--- config.mk ---
export PLATFORM = sky130hd
export DESIGN_NAME = byte_fetch_unit
export DESIGN_NICKNAME = d
export VERILOG_FILES = /design/src/rtl/byte_fetch_unit.sv
export SDC_FILE = /design/constraint.sdc
export NUM_CORES = 1
export LEC_CHECK = 0
export BUFFER_PORTS_ARGS = -buffer_cell sky130_fd_sc_hd__buf_2
export CAP_MARGIN = 0
export CORE_ASPECT_RATIO = 1.1
export CORE_MARGIN = 8
export CORE_UTILIZATION = 50
export DETAILED_ROUTE_END_ITERATION = 12
export GPL_TIMING_DRIVEN = 0
export HOLD_SLACK_MARGIN = 0.1
export PLACE_DENSITY = 0.8
export SYNTH_ARGS = -nofsm -noshare
export SYNTH_HDL_FRONTEND = slang
export SYNTH_SLANG_ARGS = --single-unit
--- constraint.sdc ---
create_clock -name clk_in -period 3.2 [get_ports clk_in]
set_input_delay 0.64 -clock clk_in [delete_from_list [all_inputs] [get_ports clk_in]]
set_output_delay 0.64 -clock clk_in [all_outputs]
set_load 0.02 [all_outputs]
--- src/rtl/byte_fetch_unit.sv ---
// Fetches four bytes at pc, assembles them little-endian into instr, and hands them off with valid/ready.
// Optional `FETCH_BOUNDS_CHECK_EN: out-of-range fetches park in FAULT instead of issuing reads.
module byte_fetch_unit #(
   parameter logic [31:0] RESET_PC  = 32'd3,
   parameter int unsigned MEM_BYTES = 3000
) (
   input  logic        clk_in,
   input  logic        reset,
   output logic        mem_rd,
   output logic [31:0] mem_addr,
   input  logic [7:0]  mem_rdata,
   output logic [31:0] instr,
   output logic [31:0] instr_pc,
   output logic        instr_valid,
   input  logic        instr_ready,
   input  logic        redirect_valid,
   input  logic [31:0] redirect_pc,
   output logic        fetch_fault
);

   typedef enum logic [1:0] {ST_FETCH, ST_HOLD, ST_FAULT} state_t;

   state_t      state_q, state_d;
   logic [2:0]  k_q, k_d;
   logic [31:0] pc_q, pc_d;
   logic [31:0] instr_q, instr_d;
   logic        oob;

`ifdef FETCH_BOUNDS_CHECK_EN
   localparam logic [31:0] FETCH_LIMIT = 32'(MEM_BYTES - 4);
   assign oob = (pc_q > FETCH_LIMIT);
`else
   assign oob = 1'b0;
`endif

   always_comb begin
      state_d = state_q;
      k_d     = k_q;
      pc_d    = pc_q;
      instr_d = instr_q;
      case (state_q)
         ST_FETCH: begin
            if (k_q == 3'd0 && oob) begin
               state_d = ST_FAULT;
            end else begin
               // Byte read at k-1 arrives at k; slot index (k-1) mod 4 maps k=4 onto b3.
               if (k_q != 3'd0)
                  instr_d[{k_q[1:0] - 2'd1, 3'b000} +: 8] = mem_rdata;
               if (k_q == 3'd4) begin
                  state_d = ST_HOLD;
                  k_d     = 3'd0;
               end else begin
                  k_d = k_q + 3'd1;
               end
            end
         end
         ST_HOLD: begin
            if (instr_ready) begin
               pc_d    = pc_q + 32'd4;
               state_d = ST_FETCH;
               k_d     = 3'd0;
            end
         end
         ST_FAULT: ;
         default: begin
            state_d = ST_FETCH;
            k_d     = 3'd0;
         end
      endcase
      // Redirect overrides everything, including a coincident handshake's pc + 4.
      if (redirect_valid) begin
         pc_d    = redirect_pc;
         state_d = ST_FETCH;
         k_d     = 3'd0;
      end
   end

   always_ff @(posedge clk_in or posedge reset) begin
      if (reset) begin
         state_q <= ST_FETCH;
         k_q     <= 3'd0;
         pc_q    <= RESET_PC;
         instr_q <= 32'd0;
      end else begin
         state_q <= state_d;
         k_q     <= k_d;
         pc_q    <= pc_d;
         instr_q <= instr_d;
      end
   end

   // Gating with reset keeps the read strobe low while reset is held.
   assign mem_rd      = !reset && (state_q == ST_FETCH) && (k_q < 3'd4) && !(k_q == 3'd0 && oob);
   assign mem_addr    = pc_q + 32'(k_q);
   assign instr       = instr_q;
   assign instr_pc    = pc_q;
   assign instr_valid = (state_q == ST_HOLD);
`ifdef FETCH_BOUNDS_CHECK_EN
   assign fetch_fault = (state_q == ST_FAULT);
`else
   assign fetch_fault = 1'b0;
`endif

endmodule
==> out/summary.txt <==
maxcap violations = 0
CP peak stage delay = 0.56 ns
prevailing post-synth register cell = dfrtp_1
Cell Chain, Critical Path = ha_4 -> inv_2 -> fa_2 -> nand2b_4 -> a2111oi_4 -> buf_6 -> nand4_1 -> xnor2_1 -> buf_4
initial DRC count = 280
R2R cell count = 8
reg2reg start = k_q[0]
critical path peak fanout = 8
WL/cell = 17.04 um
Avg Inst Size Synth = 8.544 um2
total wire length = 12.65 mm
Tmin final = 3.231 ns
Top Ports = 143
clock-pin slew on the worst setup and hold paths = 0.08 ns
Seq cells post-synth = 68
startpoint types = register
Vert. Die Dim = 110.2 um
Synthesized Nets = 527
max_slew headroom = 19.88%
Worst Setup SP = instr_pc[0]
leak pwr = 2.430 nW
reg-to-reg setup timing slack = 0.46 ns
async set-or-reset flop fraction in the synthesized netlist = 100.0%
final setup margin = -0.03114 ns
failing checks = negative setup slack
Clock Skews = 0.009853 ns
WP data arrival = 2.59 ns
Cells after Synth = 472
Hold-fix buffers, CTS = 0
first-pass iteration count of the detailed router = 5
Netlist cell types = 50
area delta synth->final = 30.47%
# diodes = 0
Ys Warns = 0
Post-Syn Area = 4033 um2
DR vias = 4180
placed cells = 720
RSZ-0062 raised after global routing = true
Starting Density = 51.24%
Final nets = 684
root buf cell = clkbuf_8
Worst-Margin Slew = 1.191 ns
r2r endpoint = instr[25]
Setup Viol. Count Final = 7
Max Slew Vio Count = 0
Vias per Instance = 5.633
worst-case clock buffer depth = 2
core area = 7870 um2
CP endpoint kind = primary output
layout cells sized above 1 = 31.07%
Die X = 101.6 um
Skew-Pair Late Insertion Delay = 0.35 ns
H-tree levels = 3
most common cell after layout, fill and taps aside = buf_2
worst min path class = in2async
Final Hold Fails = 0
Post-route DRC = 0
f_max = 309.5 MHz
total gr overflow = 0
Placer Congestion = 0.9106
Post-DRT Antenna Nets = 0
Port-buffer cells = 140
VDD IR max = 0.2655 mV
Core Rows = 34
Non-Filler Instances = 742
Tot GR Track Use = 22.39%
critical path class = reg2out
CP max-delay cell = dfstp_2
die footprint = 11200 um2
CTS tree = built
power density over cell area = 565.0 nW/um2
largest net degree at the start of global routing = 69
most frequent cells in the layout = buf_2, dfrtp_1, nand2_1
status = finished with violations
fin crit share = 101.0%
Setup crit end = mem_addr[24]
worst path required time = 2.56 ns
first-pass GRT wire length = 19.93 mm
Post-synth EDFFs = 0
CTS Sinks = 68
Final HPWL DP = 9.359 mm
initial antenna violation count = 0
CTS Buf Count = 9
PnR Total Power = 2.973 mW
number of global-route vias before repair = 4165
Seq/Total Area, Yosys = 42.26%
[critical path: cells and delay by family, from the launching register on]
kind	cells	cell delay [ns]
flops	1	0.56
simple gates	2	0.29
buf+inv	3	0.39
compound gates	1	0.36
xor+xnor	1	0.17
fa+ha+maj	2	0.48
[layer usage]
layer | routed length [um] | GRT usage, %
met1 | 5292 | 29.07
met2 | 5848 | 34.97
met3 | 1146 | 5.025
met4 | 358 | 10.12
met5 | 0 | 0
[kinds of logic after synthesis]
logic type,after synthesis,share of synthesized area (%)
simple gates,201,25.32
compound gates,85,13.03
flops,68,42.26
buf+inv,62,6.050
xor+xnor,42,9.122
fa+ha+maj,11,3.599
mux,2,0.5274
other cells,1,0.09299
[worst min-delay path by stage]
stage                     cells past startpoint  slack, ns      startpoint           to
after global placement                        2       0.46        instr[1]     instr[1]
after floorplan                               2       0.58     instr_pc[1]  instr_pc[1]
after global routing                          3       0.50  redirect_pc[5]  instr_pc[5]
after detailed placement                      2       0.47        instr[1]     instr[1]
after CTS                                     2       0.48        instr[1]     instr[1]
final                                         2       0.45           reset  instr_pc[2]
[state kept, by name, summed over array words and instances (netlist names)]
register	flops
instr	32
instr_pc	32
k_q	3
state_q	1
[synth_stat cells, drive strengths merged, types with 2 or more instances]
| master | number | area, um2 |
|---|---|---|
| or2 | 2 | 12.51 |
| or4 | 9 | 67.56 |
| buf | 6 | 30.03 |
| xnor2 | 32 | 280.3 |
| clkbuf | 24 | 93.84 |
| o211ai | 4 | 30.03 |
| nor4 | 5 | 31.28 |
| a31oi | 8 | 50.05 |
| inv | 32 | 120.1 |
| a21oi | 7 | 35.03 |
| nand4 | 17 | 118.9 |
| or3 | 5 | 31.28 |
| and4 | 3 | 26.28 |
| nand2b | 3 | 18.77 |
| ha | 10 | 125.1 |
| o31ai | 3 | 22.52 |
| nand3 | 41 | 210.2 |
| xor2 | 10 | 87.58 |
| and3 | 3 | 18.77 |
| nand2 | 62 | 232.7 |
| a21o | 2 | 15.01 |
| nor3b | 3 | 22.52 |
| nor2 | 25 | 93.84 |
| nor2b | 2 | 12.51 |
| dfrtp | 66 | 1652 |
| nor3 | 15 | 75.07 |
| o21ai | 45 | 225.2 |
| dfstp | 2 | 52.55 |
| a22o | 8 | 70.07 |
| or3b | 3 | 26.28 |
[repair_timing]
action | in CTS | in global routing
gates resized for setup | 8 | 19
pin swaps | 2 | 3
setup buffers | 2 | 5
endpoints found under the setup margin | 20 | 20
hold endpoints to repair | 0 | 0
[area by class of cell]
class	instances	area [um2]
multi-input cells	342	2165
inverters	32	122.6
flip-flops and latches	68	1705
plain buffers	29	123.9
well taps	108	135.1
fillers	658	2609
repair buffers	147	777.0
clock buffers	10	137.6
clock inverters	6	95.09
[through the flow]
step	setup TNS (ns)	cell area, um2	utilization [%]	hold slack, ns	worst slack, ns
floorplan	0	4045	-	0.5796	0.08157
global placement	-2.373	4881	62.02	0.4590	-0.05473
finish	-0.1236	5261	66.85	0.4484	-0.03114
global route	-0.8278	5261	66.85	0.4980	-0.1268
detailed placement	-0.2654	4883	62.05	0.4654	-0.05622
CTS	-0.01704	5161	65.58	0.4826	-0.01704
[report_power, final]
group / total (mW) / switching (mW) / internal (mW)
logic: 0.973 / 0.629 / 0.344
clock network: 0.833 / 0.366 / 0.467
registers: 1.17 / 0.139 / 1.03
total: 2.97 / 1.13 / 1.84
No activity file was read; power rests on OpenSTA's default activity.
